File: src/rtl/uart_rx_buffered.sv
// uart_rx_buffered: 8N1 UART receiver with 16x oversampling, an internal
// baud-tick generator and a small byte FIFO presented to the bus as
// zero-extended 16-bit words.
// Optional build macro UART_RX_MAJORITY_EN: each bit is decided by a 2-of-3
// vote of samples 6, 7 and 8 (decision at sample 8) instead of a single
// sample at 7.
module uart_rx_buffered #(
    parameter int CLK_FREQ   = 50000000,
    parameter int BAUD       = 115200,
    parameter int OVERSAMPLE = 16,
    parameter int FIFO_DEPTH = 4
) (
    input  logic                          clk_50m,
    input  logic                          rst,
    input  logic                          Rx,
    input  logic                          rd_en,
    input  logic                          err_clr,
    output logic [15:0]                   uart_rx_to_bus,
    output logic                          ready,
    output logic [$clog2(FIFO_DEPTH):0]   count,
    output logic                          frame_err,
    output logic                          overrun
);

    localparam int DIV   = CLK_FREQ / (BAUD * OVERSAMPLE);
    localparam int DIV_W = (DIV > 1) ? $clog2(DIV) : 1;
    localparam int AW    = $clog2(FIFO_DEPTH);
    localparam int CW    = AW + 1;
    localparam logic [DIV_W-1:0] DIV_LAST = DIV_W'(DIV - 1);
    localparam logic [CW-1:0]    FULL_CNT = CW'(FIFO_DEPTH);

    typedef enum logic [2:0] {IDLE, START, DATA, STOP, BREAK} state_t;

    function automatic logic maj3(input logic a, input logic b, input logic c);
        return (a & b) | (a & c) | (b & c);
    endfunction

    logic [DIV_W-1:0] div_cnt;
    logic             tick;
    logic             rx_meta;
    logic             rx_s;
    state_t           state;
    logic [3:0]       samp_cnt;
    logic [2:0]       bit_idx;
    logic [7:0]       shreg;
    logic             push;
    logic             decide;
    logic             bit_val;

    logic [7:0]       mem [FIFO_DEPTH];
    logic [AW-1:0]    wr_ptr;
    logic [AW-1:0]    rd_ptr;
    logic [CW-1:0]    fill;
    logic             full;
    logic             do_pop;
    logic             do_push;

    // Free-running divider producing one tick per oversample period.
    always_ff @(posedge clk_50m) begin
        if (rst || tick) div_cnt <= '0;
        else             div_cnt <= div_cnt + 1'b1;
    end
    assign tick = (div_cnt == DIV_LAST);

    // Two-flop synchronizer; resets to the idle (high) line level.
    always_ff @(posedge clk_50m) begin
        if (rst) begin
            rx_meta <= 1'b1;
            rx_s    <= 1'b1;
        end else begin
            rx_meta <= Rx;
            rx_s    <= rx_meta;
        end
    end

`ifdef UART_RX_MAJORITY_EN
    logic v6;
    logic v7;

    // Capture samples 6 and 7; sample 8 is the live rx_s at decision time.
    always_ff @(posedge clk_50m) begin
        if (tick && samp_cnt == 4'd6) v6 <= rx_s;
        if (tick && samp_cnt == 4'd7) v7 <= rx_s;
    end
    assign decide  = tick && (samp_cnt == 4'd8);
    assign bit_val = maj3(v6, v7, rx_s);
`else
    assign decide  = tick && (samp_cnt == 4'd7);
    assign bit_val = rx_s;
`endif

    // Frame FSM: start detection, bit sampling, stop check and break hold-off.
    always_ff @(posedge clk_50m) begin
        if (rst) begin
            state     <= IDLE;
            samp_cnt  <= '0;
            bit_idx   <= '0;
            push      <= 1'b0;
            frame_err <= 1'b0;
        end else begin
            push <= 1'b0;
            if (tick) samp_cnt <= samp_cnt + 4'd1;
            if (err_clr) frame_err <= 1'b0;
            case (state)
                IDLE: begin
                    if (!rx_s) begin
                        samp_cnt <= '0;
                        state    <= START;
                    end
                end
                START: begin
                    if (decide) begin
                        if (!bit_val) begin
                            state   <= DATA;
                            bit_idx <= '0;
                        end else begin
                            state <= IDLE;
                        end
                    end
                end
                DATA: begin
                    if (decide) begin
                        if (bit_idx == 3'd7) state <= STOP;
                        else                 bit_idx <= bit_idx + 3'd1;
                    end
                end
                STOP: begin
                    if (decide) begin
                        if (bit_val) begin
                            push  <= 1'b1;
                            state <= IDLE;
                        end else begin
                            if (!err_clr) frame_err <= 1'b1;
                            state <= BREAK;
                        end
                    end
                end
                BREAK: begin
                    if (rx_s) state <= IDLE;
                end
                default: state <= IDLE;
            endcase
        end
    end

    // Data shift register, LSB first; holds the byte until the push cycle.
    always_ff @(posedge clk_50m) begin
        if (state == DATA && decide) shreg <= {bit_val, shreg[7:1]};
    end

    assign full    = (fill == FULL_CNT);
    assign do_pop  = rd_en && (fill != '0);
    assign do_push = push && (!full || do_pop);

    // FIFO pointers, fill level and the sticky overrun flag.
    always_ff @(posedge clk_50m) begin
        if (rst) begin
            wr_ptr  <= '0;
            rd_ptr  <= '0;
            fill    <= '0;
            overrun <= 1'b0;
        end else begin
            if (do_push) wr_ptr <= wr_ptr + 1'b1;
            if (do_pop)  rd_ptr <= rd_ptr + 1'b1;
            case ({do_push, do_pop})
                2'b10:   fill <= fill + 1'b1;
                2'b01:   fill <= fill - 1'b1;
                default: fill <= fill;
            endcase
            if (err_clr)                    overrun <= 1'b0;
            else if (push && full && !do_pop) overrun <= 1'b1;
        end
    end

    // FIFO storage; a full-and-popping push reuses the slot being freed.
    always_ff @(posedge clk_50m) begin
        if (do_push) mem[wr_ptr] <= shreg;
    end

    assign ready          = (fill != '0);
    assign count          = fill;
    assign uart_rx_to_bus = ready ? {8'h00, mem[rd_ptr]} : 16'h0000;

endmodule

File: config.mk
export PLATFORM = sky130hd
export DESIGN_NAME = uart_rx_buffered
export DESIGN_NICKNAME = d
export VERILOG_FILES = /design/src/rtl/uart_rx_buffered.sv
export SDC_FILE = /design/constraint.sdc
export NUM_CORES = 1
export LEC_CHECK = 0
export ABC_AREA = 1
export BUFFER_PORTS_ARGS = -buffer_cell sky130_fd_sc_hd__clkbuf_2
export CORE_MARGIN = 10
export CORE_UTILIZATION = 46
export CTS_CLUSTER_SIZE = 14
export DETAILED_ROUTE_END_ITERATION = 8
export MAX_ROUTING_LAYER = met4
export PLACE_DENSITY = 0.7
export SLEW_MARGIN = 40
export SYNTH_ARGS = -nofsm -noshare
export SYNTH_HDL_FRONTEND = slang
export SYNTH_SLANG_ARGS = --single-unit
File: constraint.sdc
create_clock -name clk_50m -period 2.2 [get_ports clk_50m]
set_input_delay 0.22 -clock clk_50m [delete_from_list [all_inputs] [get_ports clk_50m]]
set_output_delay 0.22 -clock clk_50m [all_outputs]
set_load 0.02 [all_outputs]
Yosys cells after proc, flatten, opt, wreduce, memory -nomap -nowiden

Memories as Yosys holds them, arrays and structs flattened. A register that Yosys moved wholly into a read port is not among the register bits.
Index checks and enable logic that the tools add are counted.

Flip-flop bits (word level): 35
Output and inout port bits: 22
Latch bits: 0
Memory bits (writable): 32
ROM bits: 0
Memories: 1
Logic and storage cells: 88

Memory list:

| name | depth | width | rd ports | clocked after memory_dff | wr ports | line | text |
|---|---|---|---|---|---|---|---|
| mem  | 4     | 8     | 1        | 1                        | 1        | 50   | `logic [7:0] mem [FIFO_DEPTH];` |

$lt $le $gt $ge: 0
Add/subtract/negate cells: 7
Multipliers: 0
Eq/ne operators: 18
Reduce and logical (&&, ||, !) cells: 18
Div/mod/pow operators: 0
Muxes and demuxes: 29
Shifts and indexed selects: 0
Bitwise operators: 2

Operators with widths:

| cell                                                | count |
|---|---|
| 2-to-1 mux 3 bit                                    | 11 |
| inequality test 2 bit, second input constant        | 8 |
| one-hot mux 3 bit (5 select lines)                  | 1 |
| 2-to-1 mux 4 bit                                    | 3 |
| one-hot mux 3 bit (2 select lines)                  | 2 |
| equality test 3 bit, second input constant          | 3 |
| 2-to-1 mux 1 bit                                    | 8 |
| 2-to-1 mux 8 bit                                    | 1 |
| adder 3 x 1 -> 3 bit, second input constant         | 2 |
| equality test 3 x 2 -> 1 bit, second input constant | 2 |
| logical AND 1 bit                                   | 6 |
| 2-to-1 mux 2 bit                                    | 3 |
| AND reduction 6 bit                                 | 1 |
| adder 5 x 1 -> 5 bit, second input constant         | 1 |
| equality test 5 bit, second input constant          | 1 |
| AND reduction 5 bit                                 | 1 |
| adder 2 x 1 -> 2 bit, second input constant         | 2 |
| adder 4 x 1 -> 4 bit, second input constant         | 1 |
| equality test 4 x 3 -> 1 bit, second input constant | 1 |
| nonzero test 2 bit                                  | 2 |
| equality test 3 x 1 -> 1 bit, second input constant | 1 |
| logical NOT 3 bit                                   | 1 |
| nonzero test 3 bit                                  | 1 |
| OR reduction 3 bit                                  | 1 |
| other kinds (7)                                     | 10 |

Longest topological paths before layout

Gate-level depths: netlist of run 1.

Depth in word-level cells: 6
Depth in mapped cells: 11

Worst setup path after synthesis of run 1

No wires, ideal clock.

Path type: flip-flop to flip-flop
Start: register fill[0], in the netlist count[0]
End: register fill[1], in the netlist count[1]
Data required time: 2082 ps
Path slack: 433 ps
Arrival: 1649 ps
Cell stages (with the launch flop): 10
Path buffers: 0
Library setup time: 118 ps
Cell sequence: dfxtp_1 > nor2_2 > nand2_2 > nand2_2 > nor2_2 > inv_1 > fa_1 > inv_1 > o21ai_1 > nor2_1

Cells in the longest elaborated chain, start to end: 6
Elaborated cells between the ends (all ways): 12
Classes of those cells: add/sub: 2; eq/ne: 3; mux: 1; reduce/logical: 6

Ends and longest elaborated chain:

| element                                                                         | line | text |
|---|---|---|
| from (decl)                                                                     | 53   | `logic [CW-1:0] fill;` |
| from (signal assigned)                                                          | 166  | `2'b10: fill <= fill + 1'b1;` |
| from (signal assigned)                                                          | 167  | `2'b01: fill <= fill - 1'b1;` |
| from (signal assigned)                                                          | 168  | `default: fill <= fill;` |
| nonzero test 3 bit (*)                                                          | --   |  |
| via ready                                                                       | 19   | `output logic ready,` |
| logical AND 1 bit (*)                                                           | 152  | `assign do_pop = rd_en && (fill != '0);` |
| logical OR 1 bit                                                                | 153  | `assign do_push = push && (!full \|\| do_pop);` |
| logical AND 1 bit                                                               | 153  |  |
| equality test 2 x 1 -> 1 bit / equality test 2 bit (equally long branches)      | 165  | `case ({do_push, do_pop})` |
| one-hot mux 3 bit (2 select lines) / nonzero test 2 bit (equally long branches) | --   |  |

Mark *: on every way through the listed nets, which the timed path passes. The rest lies on a longest branch.
A chain may end at the register's enable or synchronous reset.

==> results of run 1 <==
state kept, by name, indices dropped and copies added, names as in the netlist, 2 cells and up, named ones only:
signal	cells
mem	32
count	3
samp_cnt	4
bit_idx	3
wr_ptr	2
div_cnt	5
shreg	8
rd_ptr	2
state	3
worst max-delay path by stage:
stage / from / endpoint / slack (ns) / depth (start not counted)
final: register / uart_rx_to_bus[1] / 0.27 / 6
after global routing: register / uart_rx_to_bus[1] / 0.08 / 6
after CTS: register / uart_rx_to_bus[3] / 0.23 / 6
after detailed placement: count[0] / count[2] / 0.53 / 10
after global placement: count[1] / count[2] / 0.57 / 10
after floorplan: count[0] / count[1] / 0.43 / 9
layout make-up:
cell class | instances | area [um2] | area share
sequential | 69 | 1782 | 0.5245
clock inverter | 7 | 82.58 | 0.02431
clock buffer | 9 | 123.9 | 0.03646
timing repair buffer | 26 | 150.1 | 0.04420
inverter | 42 | 157.7 | 0.04641
multi-input combinational | 189 | 1005 | 0.2958
tap | 77 | 96.34 | 0.02836
layout by cell type, fill, tap and decap left out, types with 8 or more instances in the layout:
| cell | Yosys | layout |
|---|---|---|
| nand2_2 | 9 | 9 |
| a21oi_1 | 19 | 19 |
| buf_4 | 8 | 8 |
| inv_2 | 8 | 8 |
| dfxtp_1 | 29 | 29 |
| nor2_1 | 63 | 63 |
| nand2_1 | 21 | 21 |
| inv_1 | 34 | 34 |
| edfxtp_1 | 40 | 40 |
| conb_1 | 1 | 8 |
| clkbuf_8 | 1 | 9 |
| clkbuf_2 | 0 | 18 |
| o21ai_0 | 21 | 21 |
| ha_1 | 9 | 9 |
per-stage QoR:
step	setup slack (ns)	util
finish	0.2661	0.5350
global route	0.08418	0.5350
CTS	0.2311	0.5350
detailed placement	0.5261	0.5025
global placement	0.5668	0.5025
floorplan	0.4327	-
where the power goes:
part / switching (mW) / internal (mW) / total (mW)
Clock: 0.520 / 0.540 / 1.06
Sequential: 0.0835 / 1.42 / 1.50
Combinational: 0.658 / 0.307 / 0.965
Total: 1.26 / 2.27 / 3.53
cell families (layout without fill, tap and decap cells):
group	after synthesis	after routing	share of synthesized area
adders and majority gates	10	10	0.04408
buffers and inverters	55	84	0.08274
other	1	8	0.001246
xor gates and xnor gates	3	3	0.008733
DFF	69	69	0.5921
and+or+nand+nor	121	121	0.1921
AOI/OAI and AO/OA	47	47	0.07900
worst max-delay path: stages, from the launching register on:
cell and delay (ns):
dfxtp_1 0.54, buf_4 0.24, nor2_1 0.06, nor2_1 0.08
o21ai_0 0.09, a21oi_1 0.17, clkbuf_2 0.19
metal layers:
| metal | vias to the layer above | GRT usage | routed length [um] |
|---|---|---|---|
| met1 | 921 | 0.1280 | 2484 |
| li1 | 1042 | - | - |
| met4 | 0 | 0.05652 | 120 |
| met2 | 29 | 0.1857 | 2495 |
| met5 | - | - | 0 |
| met3 | 11 | 0.04321 | 265 |
==> impl_metrics.toml, run 1 <==
[outcome]
outcome = "finished, final reports clean"

[pwr]
power_density_mw_per_mm2 = 1039
p_leak_nw = 1.350
total_power_mw = 3.529
irDropWorstVdd_mv = 0.5784

[detailed_routing]
vias_per_cell = 4.780
wl_per_cell_um = 12.81
vias = 2003
drt_iter0_drc = 95
drc = 0
wl_um = 5366
drt-pass1-iter-count = 4
ant_nets = 0

[yosys]
ys_seq_elements = 69
yosys.area.top_type = "edfxtp_1"
yosys-top-cells-area = "edfxtp_1, dfxtp_1, nor2_1"
syn_avg_cell_area_um2 = 9.834
ys_warn_count = 0
synth_edf_count = 40
ys.flop_type = "edfxtp_1"
synth.top_cell.area_share = 0.3992
synth-seq-area-share = 0.5921
synthDistinctLibCells = 32
synth_common_cells = "nor2_1, edfxtp_1, inv_1, dfxtp_1"
synth_most_common_cell = "nor2_1"
synth_area_mm2 = 0.003009
postSynth.asyncResetShare = 0
synthesis.instances = 306

[setup_path]
critPathLaunchType = "register"
timing.rr.end = "count[2]"
worstRegToRegCells = 10
worstPathArrival_ns = 1.71
rr_startpoint = "count[0]"
crit_path_end_kind = "output pin"
critPathMaxFanout = 9
worstPathRequired_ns = 1.98
crit_type = "reg -> out"
ff2ff_setup_slack_ns = 0.51

[global_routing]
grt_max_degree = 17
overflow = 0
grt_usage = 0.1174
grt_pass1_vias = 2029
grt_first_pass_wirelength_um = 9218
antenna_found_initial = 0

[hold_path]
hp-class = "in -> reg"
holdPathStages = 2
hold_end = "rx_meta"
hold_start = "Rx"

[clocking]
cts.sinks = 69
clkTransAtPathRegs_ns = 0.08
insertion_delay_ns = 0.35
hold_buffers = 0
cts_buffers = 9
cts_buffer_depth = 2
cts_tree = "yes"
postCtsSetupRepairBufs = 0
cts_max_level = 3
cts.repair.resized = 0
cts-root-buf = "clkbuf_8"

[placed_design]
place_area_mm2 = 0.003191
port_buffers = 18
dp_cells = 403
globalplace.congestion = 0.8710
dp_hpwl_um = 3846

[sta]
finalMaxSlewViolations = 0
finalClockSkew_ns = 0.009306
holdWs_ns = 0.05634
fin_crit_sh = 0.8791
setup_violations = 0
hold_viol = 0
grt_setup_unrepaired = "false"
setup_tns_ns = 0
finalCriticalPeriod_ns = 1.934
fmax_mhz = 517.1

[floorplanning]
io_pins = 27
core_mm2 = 0.006350
rows = 29
die_h_um = 100.9
dieArea_mm2 = 0.01018
initial_utilization = 0.4739
die_x_um = 100.9

[layout]
drive_gt1_frac = 0.2076
antenna_cells = 0
syn2layout_area_growth_pct = 12.89
fillers = 580
final_nets = 352
design_area_mm2 = 0.003397
final_cells = 419

[run]
cap_violations = 0
Note: power is estimated with default switching activity, not from simulation.
==> run 2, diff against run 1 <==
--- a/config.mk
+++ b/config.mk
@@ -8,11 +8,11 @@
 export ABC_AREA = 1
 export BUFFER_PORTS_ARGS = -buffer_cell sky130_fd_sc_hd__clkbuf_2
 export CORE_MARGIN = 10
-export CORE_UTILIZATION = 46
+export CORE_UTILIZATION = 60
 export CTS_CLUSTER_SIZE = 14
 export DETAILED_ROUTE_END_ITERATION = 8
 export MAX_ROUTING_LAYER = met4
-export PLACE_DENSITY = 0.7
+export PLACE_DENSITY = 0.88
 export SLEW_MARGIN = 40
 export SYNTH_ARGS = -nofsm -noshare
 export SYNTH_HDL_FRONTEND = slang
==> constraint.sdc (replaced) <==
create_clock -name clk_50m -period 2.5 [get_ports clk_50m]
set_input_delay 0.25 -clock clk_50m [delete_from_list [all_inputs] [get_ports clk_50m]]
set_output_delay 0.25 -clock clk_50m [all_outputs]
set_load 0.02 [all_outputs]
==> run 2 against run 1 <==
- cell count shrank 4.3%
- combinational power shrank 13%
- non-clock buffer count shrank 8
- flip-flop and latch count is the same
- wire length grew 4.4%
- worst hold slack gained 0.039 ns
==> impl_metrics.toml, run 2 (synthesis gave the netlist of run 1 again) <==
[outcome]
outcome = "finished, final reports clean"

[layout]
final_cell_mix = "nor2_1, edfxtp_1, inv_1"
syn2layout_area_growth_pct = 10.02
largest_reg_flops = 32
fillers = 348
largestRegisters = "mem (32), shreg (8), div_cnt (5)"
multiInputGateArea_mm2 = 0.001005
drive_gt1_frac = 0.1826
final_common_cell = "nor2_1"
seq_area_mm2 = 0.001782
postLayoutCoreUtil = 0.6918
final_nets = 344
antenna_cells = 0
design_area_mm2 = 0.003311
regMostFlops = "mem"

[sta]
hold_viol = 0
setup_tns_ns = 0
slew_headroom = 0.4375
finalCriticalPeriod_ns = 2.041
fmax_mhz = 489.9
fin_crit_sh = 0.8165
grt_setup_unrepaired = "false"
finalClockSkew_ns = 0.01154
finalMaxSlewViolations = 0
setup_violations = 0
tightest_slew_ns = 0.8406

[placed_design]
globalplace.congestion = 0.8339
port_buffers = 18
place_area_mm2 = 0.003118
dp_hpwl_um = 3942

[detailed_routing]
vias_per_cell = 5.120
drt_iter0_drc = 122
ant_nets = 0
wl_um = 5602
wl_per_cell_um = 13.97
drc = 0
drt-pass1-iter-count = 4
vias = 2053

[global_routing]
grt_pass1_vias = 2088
grt_usage = 0.1444
antenna_found_initial = 0
grt_max_degree = 18
grt_first_pass_wirelength_um = 9611
overflow = 0

[pwr]
irDropWorstVdd_mv = 0.4257
total_power_mw = 3.056
power_density_mw_per_mm2 = 923.1
p_leak_nw = 1.305

[floorplanning]
initial_utilization = 0.6288
core_mm2 = 0.004786
die_x_um = 90.82
dieArea_mm2 = 0.008248
rows = 25
io_pins = 27
die_h_um = 90.82

[hold_path]
hp-class = "in -> reg"
holdPathStages = 2

[clocking]
cts.sinks = 69
hold_buffers = 0
postCtsSetupRepairBufs = 0
cts_buffers = 9
insertion_delay_ns = 0.34
clkTransAtPathRegs_ns = 0.07
cts-root-buf = "clkbuf_8"
cts_tree = "yes"
cts_buffer_depth = 2
cts.repair.resized = 0
cts_max_level = 3

[setup_path]
cp_slowest_cell = "dfxtp_1"
ff2ff_setup_slack_ns = 0.70
worstRegToRegCells = 6
critPathLaunchType = "register"
crit_path_end_kind = "output pin"
rr_startpoint = "div_cnt[0]"
critPathMaxFanout = 17
critical-path-max-stage-delay_ns = 0.69
worstPathArrival_ns = 1.79
cp_top_family = "flip-flops"
timing.rr.end = "shreg[1]"
crit_path_end = "uart_rx_to_bus[6]"
cp_cell_sequence = "inv_2 > o21ai_0 > a21oi_1 > clkbuf_2"
crit_type = "reg -> out"
crit_buf_inv = 2
critical_path_depth = 4
worstPathRequired_ns = 2.25

[run]
cap_violations = 0
-- run 2: changes by cell type in the layout (fill, tap and decap cells not counted) --
cell	delta
clkinv_4	-1
clkinv_1	+1
inv_8	-1
clkbuf_8	+1
buf_4	-8
clkinv_2	+2
clkinvlp_4	-1
clkbuf_1	+1
inv_6	-2
-- run 2: worst min-delay path by stage --
| stage | from | end | slack (ns) |
|---|---|---|---|
| floorplan | rst | state[2] | 0.32 |
| global placement | rx_meta | bit_val | 0.39 |
| detailed placement | rx_meta | bit_val | 0.40 |
| CTS | Rx | rx_meta | 0.09 |
| global route | Rx | rx_meta | 0.1 |
| finish | Rx | rx_meta | 0.1 |
-- run 2: final cells by class --
class,count,share of cell area
well taps,67,0.02532
flip-flops and latches,69,0.5382
multi-input cells,189,0.3035
repair buffers,18,0.02721
clock inverters,5,0.01550
clock buffers,11,0.04271
inverters,42,0.04762
-- run 2: stage by stage --
| step | setup WS [ns] | instances | hold WS, ns |
|---|---|---|---|
| detailed placement | 0.6446 | 385 | 0.4013 |
| global route | 0.2186 | 401 | 0.09584 |
| global placement | 0.8258 | 385 | 0.3943 |
| floorplan | 0.7327 | 313 | 0.3191 |
| CTS | 0.4452 | 401 | 0.09249 |
| finish | 0.4587 | 401 | 0.09543 |
-- run 2: worst register-to-register path: stages (launching register included) --
cell and delay, ns:
dfxtp_1 0.34, inv_1 0.06, ha_1 0.13, nand2_1 0.09, nor2_4 0.20, nand2_2 0.11
nor2_1 0.50
-- run 2: per-layer routing --
| layer | vias to the layer above | wire length [um] | GRT usage |
|---|---|---|---|
| li1 | 1036 | - | - |
| met1 | 942 | 2324 | 0.1536 |
| met2 | 59 | 2858 | 0.2500 |
| met3 | 16 | 313 | 0.03491 |
| met4 | 0 | 104 | 0.06266 |
| met5 | - | 0 | - |
-- run 2: where the power goes --
part | switching (mW) | leakage, nW | total (mW) | internal [mW]
combinational | 0.580 | 0.612 | 0.843 | 0.264
clock | 0.395 | 0.0967 | 0.876 | 0.481
sequential | 0.0866 | 0.596 | 1.34 | 1.25
==> run 3, diff against run 2 <==
--- a/config.mk
+++ b/config.mk
@@ -5,14 +5,14 @@
 export SDC_FILE = /design/constraint.sdc
 export NUM_CORES = 1
 export LEC_CHECK = 0
-export ABC_AREA = 1
+export ABC_AREA = 0
 export BUFFER_PORTS_ARGS = -buffer_cell sky130_fd_sc_hd__clkbuf_2
 export CORE_MARGIN = 10
-export CORE_UTILIZATION = 60
+export CORE_UTILIZATION = 53
 export CTS_CLUSTER_SIZE = 14
 export DETAILED_ROUTE_END_ITERATION = 8
 export MAX_ROUTING_LAYER = met4
-export PLACE_DENSITY = 0.88
+export PLACE_DENSITY = 0.83
 export SLEW_MARGIN = 40
 export SYNTH_ARGS = -nofsm -noshare
 export SYNTH_HDL_FRONTEND = slang
==> constraint.sdc (replaced) <==
create_clock -name clk_50m -period 1.7 [get_ports clk_50m]
set_input_delay 0.17 -clock clk_50m [delete_from_list [all_inputs] [get_ports clk_50m]]
set_output_delay 0.17 -clock clk_50m [all_outputs]
set_load 0.02 [all_outputs]
==> run 3 against run 2 <==
- the flow now finishes with violations (setup timing)
- non-clock buffer count increased by 16
- via count is 12% lower
- clock power grew 28%
- highest routed layer unchanged
==> impl_metrics.toml, run 3 <==
[outcome]
outcome = "finished with violations"
violations = "setup timing"

[global_routing]
grtUsageMet3 = 0.05499
grt_max_degree = 20
overflow = 0
top_usage_layer = "met2"
antenna_found_initial = 0
met2_usage = 0.2170
grt_pass1_vias = 1838
grt_usage = 0.1310
grt_util_met1 = 0.1323
grt_first_pass_wirelength_um = 8749

[sta]
setup_tns_ns = -0.7771
finalMaxSlewViolations = 0
holdWs_ns = 0.2776
slew_headroom = 0.6450
fmax_mhz = 543.0
setup_violations = 9
finalWorstSetupSlack_ns = -0.1415
fin_crit_sh = 1.083
tightest_slew_ns = 0.5251
finalClockSkew_ns = 0.008769
grt_setup_unrepaired = "true"
hold_viol = 0
finalCriticalPeriod_ns = 1.842

[run]
cap_violations = 0

[floorplanning]
core_mm2 = 0.005507
initial_utilization = 0.5442
io_pins = 27
dieArea_mm2 = 0.009062
die_x_um = 95.20
die_h_um = 95.20
rows = 27

[clocking]
cts-root-buf = "clkbuf_8"
insertion_delay_ns = 0.35
cts_buffers = 9
cts.sinks = 69
cts_tree = "yes"
cts_max_level = 3
clkTransAtPathRegs_ns = 0.08
cts_buffer_depth = 2

[yosys]
ys_warn_count = 0
synth_area_mm2 = 0.002997
syn_avg_cell_area_um2 = 13.09
synth_most_common_cell = "edfxtp_1"
yosys-top-cells-area = "edfxtp_1, dfxtp_1, mux4_2"
synth_common_cells = "edfxtp_1, dfxtp_1, nor2_1, nand2_1, inv_1"
synthDistinctLibCells = 49
postSynth.asyncResetShare = 0
synth-seq-area-share = 0.5946
synthesis.instances = 229
ys.flop_type = "edfxtp_1"
yosys.area.top_type = "edfxtp_1"
ys_seq_elements = 69
synth_edf_count = 40
synth.top_cell.area_share = 0.4008

[setup_path]
worstPathRequired_ns = 1.93
crit_path_end_kind = "register"
cp_top_family = "compound AO/OA/AOI/OAI gates"
cp_slowest_cell = "fa_1"
critical-path-max-stage-delay_ns = 0.44
critPathLaunchType = "register"
cp_cell_sequence = "nor3_4 > inv_2 > nand3_2 > fa_1 > inv_1 > o2111ai_2 > a221oi_2"
crit_buf_inv = 2
critPathMaxFanout = 3
worstPathArrival_ns = 2.07
crit_type = "reg -> reg"

[detailed_routing]
ant_nets = 0
drt_iter0_drc = 97
vias = 1803
drc = 0
drt-pass1-iter-count = 4
wl_per_cell_um = 15.76
wl_um = 5359
vias_per_cell = 5.303

[pwr]
p_switching_mw = 0.6595
p_leak_nw = 1.363
irDropWorstVdd_mv = 0.5445
pwr-share-comb = 0.026
p_seq_frac = 0.597
p_int_mw = 2.301
p_clk_frac = 0.377
power_density_mw_per_mm2 = 842.6
total_power_mw = 2.960
p_sw_frac = 0.2228

[layout]
final_nets = 278
final_cell_mix = "edfxtp_1, dfxtp_1, nor2_1"
largestRegisters = "mem (32), shreg (8), div_cnt (5)"
drive_gt1_frac = 0.2836
syn2layout_area_growth_pct = 17.24
regMostFlops = "mem"
largest_reg_flops = 32
antenna_cells = 0
final_common_cell = "edfxtp_1"

[hold_path]
hp-class = "in -> reg"

[placed_design]
dp_hpwl_um = 3668
globalplace.congestion = 0.8284
port_buffers = 18
run 3: cell count changes after synthesis, moves of 9 or more:
cell and change:
nor2_1 -48, inv_1 -23, o21ai_0 -16, a21oi_1 -13, nand2_2 -9
run 3: kinds of logic after synthesis:
group	Yosys count	share of synthesized area
AO/OA/AOI/OAI	24	0.05345
XOR/XNOR	8	0.02338
adder cells (fa/ha/maj)	10	0.04426
buffers and inverters	29	0.05177
flip-flops	69	0.5946
multiplexers	12	0.07349
other	1	0.001251
AND/OR/NAND/NOR	76	0.1578
run 3: power by group through the flow:
stage	Sequential (mW)	Combinational, mW	Clock (mW)
final	1.77	0.0766	1.12
after global routing	1.77	0.0857	1.23
after CTS	1.77	0.0756	1.15
after detailed placement	1.81	0.0710	0
after global placement	1.81	0.0690	0
after floorplan	1.80	0.0693	0
run 3: final cells by class:
cell class	instances	area, um2
sequential	69	1788
timing repair buffer	34	277.8
clock buffer	9	123.9
multi-input combinational	138	1150
fill	400	1993
tap	72	90.09
clock inverter	7	42.54
inverter	11	41.29
run 3: layer usage:
metal  vias up  part of all wire
li1        888                 -
met4         0             0.028
met2        34              0.53
met3        11             0.049
met5         -                 0
met1       870              0.39
run 3: worst register-to-register path, cell delays in order, from the launching register on:
cell,delay (ns)
dfxtp_2,0.35
nor3_4,0.21
inv_2,0.06
nand3_2,0.08
fa_1,0.44
inv_1,0.08
o2111ai_2,0.12
a221oi_2,0.37
run 3: worst paths after layout:
check | endpoint | from | cells past startpoint | slack [ns]
setup / recovery | count[1] | count[2] | 7 | -0.14
hold / removal | count[2] | rst | 2 | 0.28
setup reg to reg | count[1] | count[2] | 7 | -0.14
hold reg to reg | bit_val | rx_meta | 1 | 0.41
run 3: what timing repair did:
action | 4_1_cts | 5_1_grt
hold endpoints to repair | 2 | 0
pin swaps | 0 | 4
resized for setup | 2 | 26
setup buffers | 0 | 2
hold buffers | 2 | 0
endpoints found under the setup margin | 9 | 10
run 3: through the flow:
stage                       util  std cells  worst slack (ns)  cell area [um2]
after floorplan                -        236           -0.1591             3084
after global placement    0.5885        320            0.1328             3241
after detailed placement  0.5885        320         -0.006182             3241
after CTS                 0.6237        338           -0.1333             3435
after global routing      0.6380        340           -0.1786             3513
final                     0.6380        340           -0.1415             3513
